## config.mk

```make
export PLATFORM = sky130hd
export DESIGN_NAME = uart_word_tx
export DESIGN_NICKNAME = d
export VERILOG_FILES = /design/src/rtl/uart_word_tx.sv
export SDC_FILE = /design/constraint.sdc
export NUM_CORES = 1
export LEC_CHECK = 0
export BUFFER_PORTS_ARGS = -buffer_cell sky130_fd_sc_hd__buf_4
export CELL_PAD_IN_SITES_DETAIL_PLACEMENT = 2
export CELL_PAD_IN_SITES_GLOBAL_PLACEMENT = 2
export CORE_UTILIZATION = 38
export CTS_CLUSTER_SIZE = 30
export DETAILED_ROUTE_END_ITERATION = 12
export PLACE_DENSITY = 0.79
export SYNTH_ARGS = -nofsm -noshare
export SYNTH_HDL_FRONTEND = slang
export SYNTH_SLANG_ARGS = --single-unit
```

## constraint.sdc

```tcl
create_clock -name clock -period 3.3 [get_ports clock]
set_input_delay 0.99 -clock clock [delete_from_list [all_inputs] [get_ports clock]]
set_output_delay 0.99 -clock clock [all_outputs]
set_load 0.02 [all_outputs]
```

## src/rtl/uart_word_tx.sv

```systemverilog
// uart_word_tx: pops words from a FIFO read port and sends their bytes MSB-byte first as 8N1 frames.
// Define UART_WORD_TX_PARITY_EN to send 8E1 frames (even parity bit before the stop bit).
module uart_word_tx #(
  parameter int WORD_SIZE = 32,
  parameter int WORD_PART = 8,
  parameter int BAUD      = 115200,
  parameter int CLK_FREQ  = 200_000_000
) (
  input  logic                 clock,
  input  logic                 rstn,
  input  logic                 fifo_empty,
  input  logic [WORD_SIZE-1:0] fifo_data,
  output logic                 read_req,
  output logic                 tx,
  output logic                 busy,
  output logic                 word_done
);
  localparam int DIV = CLK_FREQ / BAUD;
  localparam int NB  = WORD_SIZE / WORD_PART;
  localparam int CW  = (DIV > 1) ? $clog2(DIV) : 1;
  localparam int BIW = (WORD_PART > 1) ? $clog2(WORD_PART) : 1;
  localparam int BYW = (NB > 1) ? $clog2(NB) : 1;

  if (DIV < 2) begin : g_div_chk
    $error("uart_word_tx: CLK_FREQ/BAUD must be at least 2");
  end
  if (WORD_SIZE % WORD_PART != 0) begin : g_part_chk
    $error("uart_word_tx: WORD_SIZE must be a multiple of WORD_PART");
  end

`ifdef UART_WORD_TX_PARITY_EN
  typedef enum logic [2:0] {IDLE, FETCH, START, DATA, STOP, PARITY} state_t;
`else
  typedef enum logic [2:0] {IDLE, FETCH, START, DATA, STOP} state_t;
`endif

  state_t               state;
  logic [WORD_SIZE-1:0] word;
  logic [CW-1:0]        cnt;
  logic [BIW-1:0]       bit_idx;
  logic [BYW-1:0]       byte_idx;
  logic [WORD_PART-1:0] cur;
  logic                 last_tick;

  // the byte on the wire always sits at the top of the shift word
  assign cur       = word[WORD_SIZE-1 -: WORD_PART];
  assign last_tick = cnt == CW'(DIV - 1);

  always_ff @(posedge clock or negedge rstn) begin
    if (!rstn) begin
      state     <= IDLE;
      tx        <= 1'b1;
      read_req  <= 1'b0;
      busy      <= 1'b0;
      word_done <= 1'b0;
      word      <= '0;
      cnt       <= '0;
      bit_idx   <= '0;
      byte_idx  <= '0;
    end else begin
      read_req  <= 1'b0;
      word_done <= 1'b0;
      cnt       <= (state == IDLE || state == FETCH || last_tick) ? '0 : cnt + 1'b1;
      case (state)
        IDLE: if (!fifo_empty) begin
          read_req <= 1'b1;
          busy     <= 1'b1;
          state    <= FETCH;
        end
        FETCH: begin
          word     <= fifo_data;
          byte_idx <= '0;
          tx       <= 1'b0;
          state    <= START;
        end
        START: if (last_tick) begin
          bit_idx <= '0;
          tx      <= cur[0];
          state   <= DATA;
        end
        DATA: if (last_tick) begin
          if (bit_idx == BIW'(WORD_PART - 1)) begin
`ifdef UART_WORD_TX_PARITY_EN
            tx    <= ^cur;
            state <= PARITY;
`else
            tx    <= 1'b1;
            state <= STOP;
`endif
          end else begin
            bit_idx <= bit_idx + 1'b1;
            tx      <= cur[bit_idx + 1'b1];
          end
        end
`ifdef UART_WORD_TX_PARITY_EN
        PARITY: if (last_tick) begin
          tx    <= 1'b1;
          state <= STOP;
        end
`endif
        STOP: if (last_tick) begin
          if (byte_idx == BYW'(NB - 1)) begin
            busy      <= 1'b0;
            word_done <= 1'b1;
            state     <= IDLE;
          end else begin
            byte_idx <= byte_idx + 1'b1;
            word     <= word << WORD_PART;
            tx       <= 1'b0;
            state    <= START;
          end
        end
        default: state <= IDLE;
      endcase
    end
  end
endmodule

```

### Word-level counts from Yosys, hierarchy flattened

Index checks and enable logic that the tools add are counted.

| word-level totals | value |
|---|---|
| logic and storage cells | 75 |
| bits of input ports | 35 |
| bits in registers | 55 |

| operators by class | value |
|---|---|
| muxes and demuxes | 35 |
| equal/unequal tests | 15 |
| add/subtract/negate cells | 3 |
| $lt $le $gt $ge | 1 |
| reduce and logical (&&, ||, !) cells | 12 |

Operators by type and width:

| cell | count |
|---|---|
| 2-to-1 mux 32 bit | 2 |
| case mux 32 bit (2 select lines) | 1 |
| 2-to-1 mux 3 bit | 8 |
| != test 2 bit, second input constant | 8 |
| case mux 3 bit (5 select lines) | 1 |
| 2-to-1 mux 1 bit | 14 |
| adder 11 x 1 -> 11 bit, second input constant | 1 |
| == test 11 bit, second input constant | 1 |
| 2-to-1 mux 11 bit | 1 |
| AND reduction 5 bit | 2 |
| AND reduction 4 bit | 2 |
| == test 3 x 2 -> 1 bit, second input constant | 2 |
| == test 3 bit, second input constant | 2 |
| 2-to-1 mux 2 bit | 3 |
| case mux 3 bit (2 select lines) | 1 |
| nonzero test 2 bit | 3 |
| < comparator 3 x 4 -> 1 bit, second input constant | 1 |
| case mux 1 bit (4 select lines) | 1 |
| case mux 2 bit (2 select lines) | 1 |
| nonzero test 4 bit | 1 |
| adder 3 x 1 -> 3 bit, second input constant | 1 |
| binary-select mux 1 bit (select 3 bit) | 1 |
| == test 3 x 1 -> 1 bit, second input constant | 1 |
| zero test 3 bit | 1 |
| 5 further kinds | 6 |

### Depth between registers and ports, before layout

Gate-level depths: netlist (run 1).

| logic depth | value |
|---|---|
| depth in word-level cells | 6 |
| depth in mapped cells | 6 |

### Least setup slack after synthesis (run 1)

OpenSTA, ideal clock, no wires.

| timing path | value |
|---|---|
| path type | register -> register |
| from | reg cnt[8] |
| to | reg word[17] |
| slack | 0.991 ns |
| data arrival time | 2.185 ns |
| cell stages (with the launch flop) | 6 |
| library setup time | 0.125 ns |
| period minus slack after synthesis | 2.309 ns |
| cell sequence | dfrtp_1 > or4b_4 > or4_4 > o21ai_2 > buf_4 > mux2_2 |

| between the ends | value |
|---|---|
| word-level cells in the longest chain between the ends | 3 |

Ends and longest elaborated chain:

| element | line | text |
|---|---|---|
| from (decl) | 39 | `logic [CW-1:0] cnt;` |
| from (signal assigned) | 63 | `cnt <= (state == IDLE \|\| state == FETCH \|\| last_tick) ? '0 : cnt + 1'b1;` |
| == test 11 bit | 47 | `assign last_tick = cnt == CW'(DIV - 1);` |
| != test 2 bit (no line) | - |  |
| AND reduction 3 bit (no line) | - |  |
| to (signal assigned) | 71 | `word <= fifo_data;` |
| to (signal assigned) | 108 | `word <= word << WORD_PART;` |
| to (decl) | 38 | `logic [WORD_SIZE-1:0] word;` |

Every way passes these cells.
A chain may end at the register's enable or synchronous reset.

### Final worst setup path (run 1)

| timing path | value |
|---|---|
| from | reg cnt[8] |
| to | reg word[29] |

Same word-level chain as after synthesis.

==> results.ini, run 1 <==
[outcome]
status=finished clean

[global_route]
grt_pass1_wl_microns=9880
grt_max_degree=56
grt_pass1_vias=1971
grt_overflow=0
antenna_found_initial=0
track_usage_pct=17.71

[placed_design]
globalplace.congestion=0.7029
dp_hpwl_microns=4208
dp_slack_ps=730.6
numPortBuffers=38

[power]
power_density_nw_per_um2=365.7
p_clk_share_pct=31.5
p_seq_share_pct=61.2
max-vdd-ir-drop_mv=0.1653
leakage_nw=1.323
pwr-share-comb_pct=7.3
netSwitchingPower_mw=0.2528
swShare_pct=21.98
p_int_mw=0.8971

[layout]
num-fill-cells=730
fin_nets=290
area_growth_pct=16.88
utilization_pct=46.03
diodes=0
drive_above_1_share_pct=44.44

[sta]
finalHoldViolations=0
fmax_ghz=0.3853
skew_ps=7.741
slew_violations=0
worstMarginPinSlew_ps=957.0
tns_ps=0
finalCritPeriodShare_pct=78.65
rsz0062_at_grt=no
setup_viol=0
period_needed_ps=2596
slew_headroom_pct=36.20
setup_ws_ps=704.5

[critical_path]
critPathBufInv=1
cp-end-kind=flop
criticalPathCategory=reg2reg
critPathRequiredTime_ps=3490
critPathTopFamily=simple AND/OR/NAND/NOR gates
arrival_ps=2790
max_stage_delay_ps=590
crit_path_top_delay_cell=or4b_4
start_kind=flop
path_max_fanout=32
crit_chain=or4b_4 -> or4_4 -> o21ai_2 -> buf_4 -> mux2_2
r2r_slack_ps=700

[synth]
ys_warn_count=0
synth_cell_types=44
ys_ff_latch=55
avgSynthCellArea_sq_um=12.57
seq_area_frac_synth_pct=51.21
syn-num-nets=253
syn_inst=214
syn_area_sq_um=2690

[routing]
first_pass_iters=4
wl_per_cell_microns=16.85
num_vias=1791
drc=0
drtIter0Drc=25
ant_nets=0
totalWireLength_microns=5865
vias_per_cell=5.147

[hold_path]
hp-class=reg2reg

[clock_network]
clockBufferDepth=2
numCtsBuffers=5
clk_transition_reported_paths_ps=90
ctsRootBufferMaster=clkbuf_8
clock-sinks=55
clk_latency_ps=310
cts_setup_buffers=0
tritoncts=built
h-tree-depth=2
cts_hold_buf=0
post_cts_resize_count=0

[floorplan]
die_h_microns=86.14
core.rowCount=30
dieArea_sq_um=7419
initial_core_util_pct=39.38
core_sq_um=6832
die-width_microns=86.14
io_pins=39

[run]
maxCapViolCount=0

-- layout by cell type, fill, tap and decap left out, types with 3 or more instances in the layout --
cell type | netlist | layout
xor2_1 | 5 | 5
nor2b_1 | 8 | 8
nand4_1 | 3 | 3
nand2_1 | 9 | 9
o21ai_0 | 3 | 3
nor3_1 | 5 | 5
clkbuf_8 | 0 | 5
buf_4 | 3 | 40
dfrtp_1 | 54 | 54
xnor2_1 | 4 | 4
nor2_1 | 14 | 13
ha_1 | 4 | 4
nand3_1 | 6 | 6
mux2_2 | 55 | 55
-- synth_stat cells --
| library cell | instances | share of area [%] |
|---|---|---|
| a211oi_1 | 1 | 0.28 |
| a31o_2 | 1 | 0.33 |
| a32o_1 | 1 | 0.37 |
| and3_1 | 1 | 0.23 |
| and3_2 | 1 | 0.28 |
| and4_1 | 1 | 0.33 |
| buf_2 | 1 | 0.19 |
| buf_4 | 3 | 0.84 |
| clkbuf_1 | 6 | 0.84 |
| dfrtp_1 | 54 | 50 |
| dfstp_2 | 1 | 0.98 |
| ha_1 | 4 | 1.9 |
| inv_1 | 2 | 0.28 |
| mux2_1 | 1 | 0.42 |
| mux2_2 | 55 | 23 |
| mux4_2 | 2 | 1.7 |
| nand2_1 | 9 | 1.3 |
| nand2b_1 | 2 | 0.47 |
| nand3_1 | 6 | 1.1 |
| nand3b_1 | 1 | 0.28 |
| nand4_1 | 3 | 0.70 |
| nand4b_1 | 1 | 0.33 |
| nor2_1 | 14 | 2.0 |
| nor2b_1 | 8 | 1.9 |
| nor3_1 | 5 | 0.93 |
| nor4_1 | 1 | 0.23 |
| nor4b_1 | 1 | 0.33 |
| o211ai_1 | 2 | 0.56 |
| o21a_1 | 1 | 0.28 |
| o21ai_0 | 3 | 0.56 |
| o21ai_2 | 1 | 0.33 |
| o21bai_1 | 1 | 0.28 |
| o22ai_1 | 2 | 0.47 |
| o311ai_0 | 1 | 0.33 |
| o32ai_1 | 1 | 0.33 |
| or2_2 | 1 | 0.23 |
| or3_1 | 1 | 0.23 |
| or3b_2 | 1 | 0.33 |
| or4_1 | 1 | 0.28 |
| or4_4 | 1 | 0.42 |
| or4b_1 | 1 | 0.37 |
| or4b_4 | 1 | 0.51 |
| xnor2_1 | 4 | 1.3 |
| xor2_1 | 5 | 1.6 |
-- final timing paths --
kind,start,end,cells past startpoint
max,cnt[8],word[29],5
max reg2reg,cnt[8],word[29],5
min,cnt[0],cnt[0],1
min in group asynchronous,rstn,word_done,1
max in group asynchronous,rstn,word[29],1
min reg2reg,cnt[0],cnt[0],1
-- metrics by stage --
| stage | std cells | cell area (sq um) | total power, mW | hold slack, ps |
|---|---|---|---|---|
| 6_report | 348 | 3144 | 1.150 | 492.8 |
| 2_1_floorplan | 214 | 2690 | 0.7482 | 447.9 |
| 3_3_place_gp | 340 | 3063 | 0.7984 | 465.3 |
| 3_5_place_dp | 340 | 3063 | 0.8043 | 480.3 |
| 5_1_grt | 348 | 3144 | 1.208 | 529.5 |
| 4_1_cts | 348 | 3144 | 1.173 | 503.3 |
-- power groups by stage --
stage | Clock [mW] | Combinational, mW | Sequential, mW
2_1_floorplan | 0 | 0.0353 | 0.713
3_3_place_gp | 0 | 0.0828 | 0.716
3_5_place_dp | 0 | 0.0865 | 0.718
4_1_cts | 0.381 | 0.0870 | 0.704
5_1_grt | 0.408 | 0.0931 | 0.707
6_report | 0.362 | 0.0838 | 0.704
-- layer usage --
layer	wire, microns	vias to the layer above	GRT usage, %
met5	0	-	0
met4	121	0	6.667
met2	3180	22	31.75
met1	2414	918	20.83
met3	149	10	3.561
li1	-	841	-
-- sequential cells by signal, summed over array words and instances, names as in the netlist --
| signal | flops |
|---|---|
| word_done | 1 |
| bit_idx | 3 |
| cnt | 11 |
| busy | 1 |
| byte_idx | 2 |
| tx | 1 |
| word | 32 |
| read_req | 1 |
| state | 3 |
-- kinds of logic (layout without fill, tap and decap cells) --
| logic type | Yosys count | count (layout) | share of synthesized area (%) |
|---|---|---|---|
| XOR/XNOR | 9 | 9 | 2.930 |
| adder cells (fa/ha/maj) | 4 | 4 | 1.861 |
| flip-flops | 55 | 55 | 51.21 |
| AND/OR/NAND/NOR | 61 | 61 | 12.65 |
| AO/OA/AOI/OAI | 15 | 15 | 4.093 |
| buffers and inverters | 12 | 50 | 2.139 |
| multiplexers | 58 | 58 | 25.12 |
-- final cells by class --
type                            count  area (sq um)  share of cell area (%)
Clock inverter                      1         5.005                  0.1592
Inverter                            2         7.507                  0.2388
Tap cell                           96         120.1                   3.820
Timing Repair Buffer               40         300.3                   9.550
Clock buffer                        7         76.32                   2.427
Sequential cell                    55          1378                   43.81
Multi-Input combinational cell    147          1257                   39.99
Power figures use the tool's default switching activity.
==> run 2: changes to the inputs <==
clock period = 2.65 ns   (was 3.3 ns; I/O delays follow)
==> results.ini, run 2 (synthesized netlist as in run 1, its figures left out) <==
[outcome]
status=finished clean

[sta]
slew_headroom_pct=53.21  ; +17 points
slew_violations=0  ; unchanged
rsz0062_at_grt=no
tns_ps=0  ; unchanged
finalCritPeriodShare_pct=91.76  ; +13 points
period_needed_ps=2432  ; -163.8 ps
fmax_ghz=0.4112  ; +6.7%
skew_ps=9.605  ; +1.864 ps
worstMarginPinSlew_ps=701.8  ; -255.2 ps
setup_viol=0  ; unchanged
finalHoldViolations=0  ; unchanged

[critical_path]
r2r_cells=5  ; unchanged
worst_r2r_endpoint=word[13]
crit_chain=or4b_4 -> or4_4 -> o21ai_2 -> buf_12 -> mux2_2
path_max_fanout=32  ; unchanged
arrival_ps=2630  ; -160 ps
max_stage_delay_ps=580  ; about the same
worstReg2RegStart=cnt[8]
start_kind=flop
r2r_slack_ps=220  ; -490 ps
criticalPathCategory=reg2reg
critPathRequiredTime_ps=2840  ; -650 ps
cp-end-kind=flop
crit_path_top_delay_cell=or4b_4

[floorplan]
die_h_microns=86.14  ; unchanged
core.rowCount=30  ; unchanged
io_pins=39  ; unchanged
dieArea_sq_um=7419  ; unchanged
die-width_microns=86.14  ; unchanged
initial_core_util_pct=39.38  ; unchanged
core_sq_um=6832  ; unchanged

[routing]
totalWireLength_microns=5773  ; -1.6%
drc=0  ; unchanged
vias_per_cell=5.151  ; about the same
first_pass_iters=3  ; -1
ant_nets=0  ; unchanged
wl_per_cell_microns=16.49  ; -2.1%
drtIter0Drc=74  ; +200%
num_vias=1803  ; +0.67%

[clock_network]
h-tree-depth=2  ; unchanged
clk_transition_reported_paths_ps=90  ; about the same
clockBufferDepth=2  ; unchanged
post_cts_resize_count=0  ; unchanged
cts_hold_buf=0  ; unchanged
numCtsBuffers=5  ; unchanged
clock-sinks=55  ; unchanged
ctsRootBufferMaster=clkbuf_8
cts_setup_buffers=0  ; unchanged
clk_latency_ps=310  ; about the same
tritoncts=built

[placed_design]
numPortBuffers=38  ; unchanged
globalplace.congestion=0.7161  ; +1.9%
dp_hpwl_microns=3973  ; -5.6%

[layout]
top_regs=word: 32 flops, cnt: 11 flops
max_flop_register=word
fin_nets=292  ; +0.69%
layout_common_cells=mux2_2 (55), dfrtp_1 (54), buf_4 (40)
final_common_cell=mux2_2
regArea_sq_um=1378  ; unchanged
area_growth_pct=19.07
largest_register_ff_count=32  ; unchanged
diodes=0  ; unchanged
drive_above_1_share_pct=45.28  ; +0.83 points
num-fill-cells=704  ; -3.6%
multiInputGateArea_sq_um=1257  ; unchanged

[global_route]
antenna_found_initial=0  ; unchanged
grt_pass1_vias=1999  ; +1.4%
grt_pass1_wl_microns=9763  ; -1.2%
track_usage_pct=17.21  ; -0.50 points
grt_max_degree=56  ; unchanged
grt_overflow=0  ; unchanged

[power]
max-vdd-ir-drop_mv=0.2401  ; +45%
total_power_mw=1.483  ; +29%
power_density_nw_per_um2=463.1  ; +27%
leakage_nw=1.348  ; +1.8%

[run]
maxCapViolCount=0  ; unchanged

[hold_path]
hp-start=cnt[0]
hp-class=reg2reg
whs_endpoint=cnt[0]
hold_depth=1  ; unchanged

run 2: cell count changes in the layout (fill, tap and decap cells not counted):
cell      delta
buf_12       +2
clkinv_2     -1
clkbuf_1     -1
clkbuf_8     +2
run 2: stage by stage:
| stage | hold WS, ps | area, sq um | util (%) | instances | setup WS, ps |
|---|---|---|---|---|---|
| 2_1_floorplan | 447.9 | 2690 | - | 214 | 340.6 |
| 3_3_place_gp | 467.1 | 3103 | 45.42 | 342 | 276.6 |
| 3_5_place_dp | 474.2 | 3103 | 45.42 | 342 | 222.7 |
| 4_1_cts | 494.2 | 3203 | 46.89 | 350 | 202.5 |
| 5_1_grt | 509.9 | 3203 | 46.89 | 350 | 160.7 |
| 6_report | 488.1 | 3203 | 46.89 | 350 | 218.3 |
run 2: per-layer routing:
metal | track usage (%) | routed length, microns | up-vias
met1 | 21.80 | 2584 | 927
met5 | 0 | 0 | -
li1 | - | - | 848
met3 | 3.176 | 120 | 8
met2 | 29.51 | 2977 | 20
met4 | 5.909 | 91 | 0
run 2: critical path, delay by kind of cell (launching register included):
family / cells / cell delay, ps
simple gates: 2 / 1100
flops: 1 / 430
mux: 1 / 370
buf+inv: 1 / 230
compound gates: 1 / 180
run 2: layout make-up:
type	count	area share, %
clock buffers	8	3.125
inverters	2	0.2344
multi-input cells	147	39.26
flip-flops and latches	55	43.01
well taps	96	3.750
repair buffers	42	10.62
run 2: worst max-delay path by stage:
stage / from / endpoint / slack (ps) / cells after the start
after floorplan: cnt[8] / word[17] / 340 / 5
after global placement: cnt[8] / word[28] / 280 / 5
after detailed placement: cnt[8] / word[6] / 220 / 5
after CTS: cnt[8] / word[13] / 200 / 5
after global routing: cnt[8] / word[13] / 160 / 5
final: cnt[8] / word[13] / 220 / 5
run 2: power breakdown:
part,internal [mW],leakage [nW],total [mW],switching (mW)
clock network,0.239,0.0515,0.503,0.264
logic,0.0674,0.626,0.104,0.0366
registers,0.863,0.670,0.876,0.0128
==> run 3: changes to the inputs <==
PLACE_DENSITY = not set   (was 0.79)
PLACE_DENSITY_LB_ADDON = 0.25   (was not set)
==> results.ini, run 3 (synthesized netlist as in run 1, its figures left out) <==
[outcome]
status=finished clean

[critical_path]
arrival_ps=2670  ; +40 ps
worst_r2r_endpoint=word[29]
r2r_cells=5  ; unchanged
r2r_slack_ps=180  ; -40 ps
worstReg2RegStart=cnt[8]
start_kind=flop
cp-startpoint=cnt[8]
cp-end-kind=flop
criticalPathCategory=reg2reg
path_max_fanout=32  ; unchanged
critPathRequiredTime_ps=2850  ; about the same

[floorplan]
initial_core_util_pct=39.38  ; unchanged
dieArea_sq_um=7419  ; unchanged
core.rowCount=30  ; unchanged
die_h_microns=86.14  ; unchanged
io_pins=39  ; unchanged
core_sq_um=6832  ; unchanged
die-width_microns=86.14  ; unchanged

[layout]
layout_common_cells=mux2_2 (55), dfrtp_1 (54), buf_4 (40)
drive_above_1_share_pct=45.67  ; +0.39 points
final_cells=350  ; unchanged
utilization_pct=47.14  ; +0.26 points
max_flop_register=word
diodes=0  ; unchanged
area_growth_pct=19.72
fin_nets=292  ; unchanged
largest_register_ff_count=32  ; unchanged
final_cell_area_sq_um=3221  ; +0.55%
final_common_cell=mux2_2
num-fill-cells=720  ; +2.3%
top_regs=word: 32 flops, cnt: 11 flops

[sta]
worstMarginPinSlew_ps=722.5  ; +20.72 ps
skew_ps=3.728  ; -5.877 ps
slew_violations=0  ; unchanged
period_needed_ps=2472  ; +40.32 ps
setup_ws_ps=178.0  ; -40.32 ps
tns_ps=0  ; unchanged
slew_headroom_pct=51.83  ; -1.4 points
finalHoldViolations=0  ; unchanged
hold_slack_ps=488.9  ; +0.8820 ps
fmax_ghz=0.4045  ; -1.6%
setup_viol=0  ; unchanged
rsz0062_at_grt=no
finalCritPeriodShare_pct=93.28  ; +1.5 points

[hold_path]
whs_endpoint=cnt[0]
hp-class=reg2reg
hold_depth=1  ; unchanged
hp-start=cnt[0]

[routing]
wl_met3_microns=134  ; +12%
wl_met2_microns=3330  ; +12%
wl_per_cell_microns=17.54  ; +6.3%
drtIter0Drc=56  ; -24%
totalWireLength_microns=6139  ; +6.3%
vias_per_cell=5.169  ; +0.33%
highest_layer=met4
ant_nets=0  ; unchanged
wl_met1_microns=2600  ; +0.62%
num_vias=1809  ; +0.33%
drc=0  ; unchanged
first_pass_iters=3  ; unchanged

[placed_design]
dp_slack_ps=188.9  ; -33.80 ps
placedCellCount=342  ; unchanged
globalplace.congestion=0.6890  ; -3.8%
numPortBuffers=38  ; unchanged
dp_hpwl_microns=4236  ; +6.6%
place_area_sq_um=3103  ; unchanged

[clock_network]
h-tree-depth=2  ; unchanged
clockBufferDepth=2  ; unchanged
numCtsBuffers=5  ; unchanged
tritoncts=built
cts_setup_buffers=0  ; unchanged
clock-sinks=55  ; unchanged
ctsRootBufferMaster=clkbuf_8
clk_latency_ps=310  ; about the same
post_cts_resize_count=0  ; unchanged
cts_hold_buf=0  ; unchanged
clk_transition_reported_paths_ps=100  ; about the same

[global_route]
antenna_found_initial=0  ; unchanged
grt_max_degree=56  ; unchanged
grt_overflow=0  ; unchanged
track_usage_pct=18.23  ; +1.0 points
grt_pass1_vias=2034  ; +1.8%
grt_pass1_wl_microns=10240  ; +4.9%

[power]
max-vdd-ir-drop_mv=0.1707  ; -29%
total_power_mw=1.565  ; +5.5%
power_density_nw_per_um2=485.8  ; +4.9%
leakage_nw=1.357  ; +0.72%

[run]
maxCapViolCount=0  ; unchanged

run 3: changes by cell type in the layout (fill, tap and decap cells not counted):
| cell | before | now |
|---|---|---|
| bufinv_16 | 0 | 1 |
| clkbuf_1 | 1 | 0 |
| clkbuf_8 | 7 | 6 |
| clkinv_2 | 0 | 1 |
run 3: worst max-delay path, cell delays in order (launching register included):
cell and delay, ps:
dfrtp_1 450, or4b_4 600, or4_4 520, o21ai_2 190
buf_12 230, mux2_2 360
run 3: power breakdown:
| part | switching (mW) | total [mW] | internal (mW) |
|---|---|---|---|
| Sequential | 0.0133 | 0.877 | 0.863 |
| Combinational | 0.0359 | 0.103 | 0.0673 |
| Clock | 0.278 | 0.585 | 0.306 |
| Total | 0.328 | 1.56 | 1.24 |
run 3: area by class of cell:
class	instances	area (sq um)	share of cell area, %
Clock inverter	2	35.03	1.088
Clock buffer	6	82.58	2.564
Tap cell	96	120.1	3.730
Multi-Input combinational cell	147	1257	39.04
Inverter	2	7.507	0.2331
Timing Repair Buffer	42	340.3	10.57
Sequential cell	55	1378	42.77
run 3: worst max path at each step:
stage | endpoint | slack, ps | cells past startpoint
6_report | word[29] | 180 | 5
5_1_grt | word[5] | 100 | 5
4_1_cts | word[5] | 170 | 5
3_5_place_dp | word[5] | 190 | 5
3_3_place_gp | word[25] | 280 | 5
2_1_floorplan | word[17] | 340 | 5
run 3: layer usage:
metal | vias up | global-route usage [%]
met5 | - | 0
met1 | 932 | 21.59
li1 | 851 | -
met2 | 19 | 33.48
met4 | 0 | 5.455
met3 | 7 | 3.272
